### src/rtl/cpu_io_pkg.sv
// Purpose: shared types and constants for the CPU external-output UART path.
// Latency: n/a (types and constants only).
// Backpressure: n/a.
package cpu_io_pkg;

    // Transmitter FSM state; busy is simply "state != IDLE".
    typedef enum logic [1:0] {
        IDLE  = 2'd0,
        START = 2'd1,
        DATA  = 2'd2,
        STOP  = 2'd3
    } uart_state_e;

    // 8N1 frame: one low start bit, eight data bits LSB first, one high stop bit.
    localparam logic START_BIT       = 1'b0;
    localparam logic STOP_BIT        = 1'b1;
    localparam int   DATA_BITS       = 8;

    localparam int   DEFAULT_CLK_DIV = 16;

endpackage

### src/rtl/sync_fifo.sv
// Purpose: small synchronous FIFO that queues CPU output bytes ahead of the serialiser.
// Latency: a pushed byte is visible on dout one cycle after the push edge when the FIFO was empty.
// Backpressure: push is ignored when full, pop is ignored when empty; the caller reads full/empty.
// Ports: clk, rst (async active-low), push/din, pop/dout, count, full, empty.
module sync_fifo #(
    parameter int DATA_W     = 8,
    parameter int FIFO_DEPTH = 4
) (
    input  logic                        clk,
    input  logic                        rst,
    input  logic                        push,
    input  logic [DATA_W-1:0]           din,
    input  logic                        pop,
    output logic [DATA_W-1:0]           dout,
    output logic [$clog2(FIFO_DEPTH):0] count,
    output logic                        full,
    output logic                        empty
);

    localparam int               PTR_W    = $clog2(FIFO_DEPTH);
    localparam logic [PTR_W:0]   FULL_CNT = (PTR_W + 1)'(FIFO_DEPTH);

    logic [DATA_W-1:0] mem_q [FIFO_DEPTH];
    logic [PTR_W-1:0]  wr_ptr_q, wr_ptr_d;
    logic [PTR_W-1:0]  rd_ptr_q, rd_ptr_d;
    logic [PTR_W:0]    count_q, count_d;
    logic              push_ok;
    logic              pop_ok;

    assign full    = (count_q == FULL_CNT);
    assign empty   = (count_q == '0);
    assign push_ok = push && !full;
    assign pop_ok  = pop && !empty;

    // Pointers wrap naturally because the depth is a power of two; the
    // count, not the pointers, tells full apart from empty.
    always_comb begin
        wr_ptr_d = wr_ptr_q;
        rd_ptr_d = rd_ptr_q;
        count_d  = count_q;
        if (push_ok) begin
            wr_ptr_d = wr_ptr_q + PTR_W'(1);
        end
        if (pop_ok) begin
            rd_ptr_d = rd_ptr_q + PTR_W'(1);
        end
        case ({push_ok, pop_ok})
            2'b10:   count_d = count_q + (PTR_W + 1)'(1);
            2'b01:   count_d = count_q - (PTR_W + 1)'(1);
            default: count_d = count_q;
        endcase
    end

    always_ff @(posedge clk or negedge rst) begin
        if (!rst) begin
            wr_ptr_q <= '0;
            rd_ptr_q <= '0;
            count_q  <= '0;
        end else begin
            wr_ptr_q <= wr_ptr_d;
            rd_ptr_q <= rd_ptr_d;
            count_q  <= count_d;
        end
    end

    // Storage needs no reset: an entry is only read after it was written.
    always_ff @(posedge clk) begin
        if (push_ok) begin
            mem_q[wr_ptr_q] <= din;
        end
    end

    assign dout  = mem_q[rd_ptr_q];
    assign count = count_q;

endmodule

### src/rtl/ext_out_uart_tx.sv
// Purpose: queues CPU OUT bytes and serialises them as 8N1 UART frames, LSB first.
// Latency: strobe in cycle N into an idle, empty block drives the start bit from cycle N+2.
// Backpressure: none towards the CPU; full is visible, and a strobe while full is dropped and sets sticky overflow.
// Ports: clk, rst (async active-low), out_data/out_valid from writeback, tx line, busy, fifo_full, fifo_count, overflow.
module ext_out_uart_tx
    import cpu_io_pkg::*;
#(
    parameter int CLK_DIV    = DEFAULT_CLK_DIV,
    parameter int FIFO_DEPTH = 4,
    parameter int DATA_W     = DATA_BITS
) (
    input  logic                        clk,
    input  logic                        rst,
    input  logic [DATA_W-1:0]           out_data,
    input  logic                        out_valid,
    output logic                        tx,
    output logic                        busy,
    output logic                        fifo_full,
    output logic [$clog2(FIFO_DEPTH):0] fifo_count,
    output logic                        overflow
);

    localparam int BAUD_W = $clog2(CLK_DIV);
    localparam int BIT_W  = $clog2(DATA_W);

    localparam logic [BAUD_W-1:0] BAUD_LAST = BAUD_W'(CLK_DIV - 1);
    localparam logic [BIT_W-1:0]  BIT_LAST  = BIT_W'(DATA_W - 1);

    uart_state_e       state_q, state_d;
    logic [BAUD_W-1:0] baud_q, baud_d;
    logic [BIT_W-1:0]  bit_q, bit_d;
    logic [DATA_W-1:0] shift_q, shift_d;
    logic              tx_q, tx_d;
    logic              overflow_q, overflow_d;

    logic              fifo_push;
    logic              fifo_pop;
    logic              fifo_empty;
    logic [DATA_W-1:0] fifo_dout;
    logic              baud_last;

    // Fullness is judged on the pre-edge state, so a pop on the same edge
    // does not rescue a strobe that arrives while full.
    assign fifo_push  = out_valid && !fifo_full;
    assign fifo_pop   = (state_q == IDLE) && !fifo_empty;
    assign overflow_d = overflow_q || (out_valid && fifo_full);

    sync_fifo #(
        .DATA_W     (DATA_W),
        .FIFO_DEPTH (FIFO_DEPTH)
    ) u_fifo (
        .clk   (clk),
        .rst   (rst),
        .push  (fifo_push),
        .din   (out_data),
        .pop   (fifo_pop),
        .dout  (fifo_dout),
        .count (fifo_count),
        .full  (fifo_full),
        .empty (fifo_empty)
    );

    assign baud_last = (baud_q == BAUD_LAST);

    always_comb begin
        state_d = state_q;
        baud_d  = baud_q;
        bit_d   = bit_q;
        shift_d = shift_q;
        case (state_q)
            IDLE: begin
                baud_d = '0;
                if (!fifo_empty) begin
                    state_d = START;
                    shift_d = fifo_dout;
                end
            end
            START: begin
                if (baud_last) begin
                    state_d = DATA;
                    baud_d  = '0;
                    bit_d   = '0;
                end else begin
                    baud_d = baud_q + BAUD_W'(1);
                end
            end
            DATA: begin
                if (baud_last) begin
                    baud_d  = '0;
                    shift_d = {1'b0, shift_q[DATA_W-1:1]};
                    if (bit_q == BIT_LAST) begin
                        state_d = STOP;
                    end else begin
                        bit_d = bit_q + BIT_W'(1);
                    end
                end else begin
                    baud_d = baud_q + BAUD_W'(1);
                end
            end
            STOP: begin
                if (baud_last) begin
                    state_d = IDLE;
                    baud_d  = '0;
                end else begin
                    baud_d = baud_q + BAUD_W'(1);
                end
            end
            default: begin
                state_d = IDLE;
                baud_d  = '0;
            end
        endcase

        // tx is registered from the next state so the line changes on the
        // same edge as the state, keeping busy and tx aligned.
        case (state_d)
            START:   tx_d = START_BIT;
            DATA:    tx_d = shift_d[0];
            default: tx_d = STOP_BIT;
        endcase
    end

    always_ff @(posedge clk or negedge rst) begin
        if (!rst) begin
            state_q    <= IDLE;
            baud_q     <= '0;
            bit_q      <= '0;
            shift_q    <= '0;
            tx_q       <= STOP_BIT;
            overflow_q <= 1'b0;
        end else begin
            state_q    <= state_d;
            baud_q     <= baud_d;
            bit_q      <= bit_d;
            shift_q    <= shift_d;
            tx_q       <= tx_d;
            overflow_q <= overflow_d;
        end
    end

    assign tx       = tx_q;
    assign busy     = (state_q != IDLE);
    assign overflow = overflow_q;

endmodule

### config.mk
export PLATFORM = sky130hd
export DESIGN_NAME = ext_out_uart_tx
export DESIGN_NICKNAME = d
export VERILOG_FILES = /design/src/rtl/cpu_io_pkg.sv /design/src/rtl/sync_fifo.sv /design/src/rtl/ext_out_uart_tx.sv
export SDC_FILE = /design/constraint.sdc
export NUM_CORES = 1
export LEC_CHECK = 0
export CAP_MARGIN = 0
export CORE_UTILIZATION = 55
export CTS_CLUSTER_SIZE = 24
export DETAILED_ROUTE_END_ITERATION = 8
export GPL_TIMING_DRIVEN = 0
export PLACE_DENSITY = 0.82
export SYNTH_ARGS = -nofsm -noshare
export SYNTH_HDL_FRONTEND = slang
export SYNTH_SLANG_ARGS = --single-unit
### constraint.sdc
create_clock -name clk -period 6.15 [get_ports clk]
set_input_delay 1.23 -clock clk [delete_from_list [all_inputs] [get_ports clk]]
set_output_delay 1.23 -clock clk [all_outputs]
set_load 0.05 [all_outputs]
==> results of run 1 <==
==> cell usage after synthesis, types with 2 or more instances <==
cell,number
ha_1,8
mux2_2,3
nor2b_1,4
buf_6,3
and3_1,7
mux4_2,8
nand2_1,3
clkbuf_1,3
nor3_1,3
o2bb2ai_1,3
a32oi_1,2
o21ai_0,2
dfrtp_1,25
xnor2_1,5
xor2_1,4
inv_1,9
edfxtp_1,32
nor2_1,4
nand3_1,5
buf_2,2
and2_1,5
a221o_1,7
==> final timing paths <==
kind	slack (ps)	end	start
setup / recovery	2660	busy	state_q[0]
hold / removal	470	overflow	overflow
setup reg to reg	3850	u_fifo.count[2]	state_q[0]
hold reg to reg	470	overflow	overflow
max in group asynchronous	4860	overflow	rst
min in group asynchronous	900	u_fifo.rd_ptr_q[1]	rst
==> registers in the layout, summed over array words and instances (netlist names) <==
register         cells
baud_q               4
bit_q                3
overflow             1
shift_q              8
state_q              2
tx                   1
u_fifo.count         3
u_fifo.mem_q        32
u_fifo.rd_ptr_q      2
u_fifo.wr_ptr_q      2
==> logic make-up (layout without fill, tap and decap cells) <==
kind of cell	Yosys count	in the layout	synth area share (%)
compound gates	21	21	7.69
xor+xnor	9	9	3.13
fa+ha+maj	9	9	4.76
buf+inv	17	49	3.52
flops	58	58	64.0
mux	12	12	8.88
simple gates	36	36	8.04
==> metal layers <==
| metal | part of all wire [%] | routed length (um) | track usage [%] |
|---|---|---|---|
| met4 | 2.0 | 89 | 11.3 |
| met3 | 3.3 | 144 | 5.81 |
| met1 | 42 | 1850 | 22.6 |
| met2 | 52 | 2290 | 33.4 |
| met5 | 0 | 0 | 0 |
==> report_power, final <==
| group | switching (mW) | internal [mW] | leakage [nW] |
|---|---|---|---|
| clock network | 0.145 | 0.223 | 0.0964 |
| logic | 0.298 | 0.250 | 0.481 |
| registers | 0.0726 | 0.542 | 0.604 |
| total | 0.516 | 1.01 | 1.18 |
==> cell type report <==
class                   instances  area [um^2]
clock inverters                 6         82.6
multi-input cells              87          820
repair buffers                 17          165
plain buffers                   8         55.1
flip-flops and latches         58         1610
clock buffers                   9          124
well taps                      52         65.1
inverters                       9         33.8
fillers                       296         1430
==> per-stage QoR <==
| step | util (%) | total power, mW | setup slack (ps) |
|---|---|---|---|
| finish | 67.5 | 1.53 | 2660 |
| global route | 67.5 | 1.61 | 2500 |
| CTS | 67.6 | 1.54 | 2650 |
| detailed placement | 62.9 | 1.17 | 2940 |
| global placement | 62.9 | 1.13 | 3040 |
| floorplan | - | 1.02 | 3620 |
==> cells in the final DEF (no fill, tap or decap), drive strengths merged, types with 2 or more instances in the layout <==
cell type	count
a32oi	2
clkinvlp	2
nor2	4
ha	8
clkdlybuf4s50	16
mux2	3
and3	8
o21ai	2
nand3	5
xnor2	5
edfxtp	32
mux4	8
xor2	4
clkinv	2
clkbuf	12
bufinv	2
and2	6
nand2	3
nor2b	4
inv	9
dfrtp	25
buf	6
a221o	7
o2bb2ai	3
nor3	3
==> flow_summary.yaml, run 1 <==
route:
  detail-route-antenna-nets: 0
  via_per_inst: 5.80
  drc: 0
  dr_total_vias: 1428
  drt_pass1_iterations: 4
  drt-wirelength-per-cell_um: 17.8
  finalWirelength_um: 4370
  drt_iter0_drc: 102
placed_design:
  dp_cells: 231
  portBuffers: 17
  placed_area_um2: 2760
  place.gp.congestion: 0.755
  place.detailed.hpwl_um: 3040
floorplanning:
  core_um2: 4380
  fp.dieArea_um2: 4860
  die_y_um: 69.7
  top_level_ports: 18
  fp.dieW_um: 69.7
  start_util_pct: 57.5
  rows: 24
final_layout:
  fin_cells: 246
  fin_area_um2: 2960
  drive_gt1_share_pct: 18.0
  area_growth_pct: 17.3
  final_net_count: 210
  diodes: 0
timing:
  period_share_pct: 56.7
  slew-limit-headroom_pct: 50.0
  hold_viol: 0
  finalMaxSlewViolations: 0
  fin_setup_tns_ps: 0
  setup_viol: 0
  tightest_slew_ps: 744
  hold_ws_ps: 472
  finalClockSkew_ps: 6.70
  min_period_ps: 3490
  fmax_mhz: 287
  rsz0062_at_grt: "no"
logic_synthesis:
  ys.flop_type: "edfxtp_1"
  synth-warning-count: 0
  synth_edf_count: 32
  avgSynthCellArea_um2: 15.6
  syn_area_um2: 2520
  syn_inst: 162
  synth_area_leaders: "edfxtp_1 (38%), dfrtp_1 (25%), mux4_2 (7.1%)"
  yosysUniqueCellTypes: 37
  yosys.area.top_type_share_pct: 38.1
  yosysSeqAreaShare_pct: 64.0
  synthArstFlopShare_pct: 44.8
  synth_top_area_cell: "edfxtp_1"
  synth_fp_nets: 182
  synth-seq-cells: 58
cts:
  clkTransAtPathRegs_ps: 60
  clk_latency_ps: 330
  hold_buffers: 0
  cts.sinks: 58
  cts_tree: "yes"
  numCtsBuffers: 9
  ctsResizeCount: 0
  clk_path_buf_depth: 2
  htreeDepth: 3
  post_cts_buffers: 0
  cts_root_buffer: "clkbuf_8"
worst_hold_path:
  hp-class: "flip-flop to flip-flop"
  worstHoldPathCells: 1
setup_path:
  reg2reg_depth: 9
  cp_max_fo: 10
  end_kind: "primary output"
  crit_type: "flip-flop to primary output"
  critPathLaunchType: "flip-flop"
  cp_slowest_stage_delay_ps: 700
  crit_path_top_delay_cell: "clkdlybuf4s50_1"
  crit_chain: "nor2_1 -> clkbuf_1 -> inv_1 -> clkdlybuf4s50_1"
  required_ps: 4920
  worst_ep_arrival_time_ps: 2260
  path_depth: 4
  critPathTopFamily: "buffers and inverters"
  critPathBufInv: 3
power_and_ir_drop:
  p_leak_nw: 1.18
  peakVddDrop_mv: 0.252
  powerDensity_nw_per_um2: 517
global_route:
  antenna_found_initial: 0
  grt_pass1_vias: 1572
  grt_max_degree: 27
  grt_pass1_wl_um: 7140
  overflow: 0
  grt_usage_pct: 19.9
outcome:
  status: "complete, no violations"
job:
  cap_violations: 0
No activity file was read; power rests on OpenSTA's default activity.
==> run 2: changes to the inputs <==
Clock period 6.15 ns to 3.4 ns, I/O delays scaled along.
==> results of run 2 <==
Same layout as run 1 (identical final DEF). Status: complete, no violations.
Among the figures that moved: setup slack after placement 2940 ps -> 736 ps; setup slack after layout 2660 ps -> 463 ps; hold slack 472 ps -> 350 ps; register-to-register setup slack 3850 ps -> 1100 ps; total power 1.53 mW -> 2.77 mW; worst IR drop on VDD 0.252 mV -> 0.456 mV
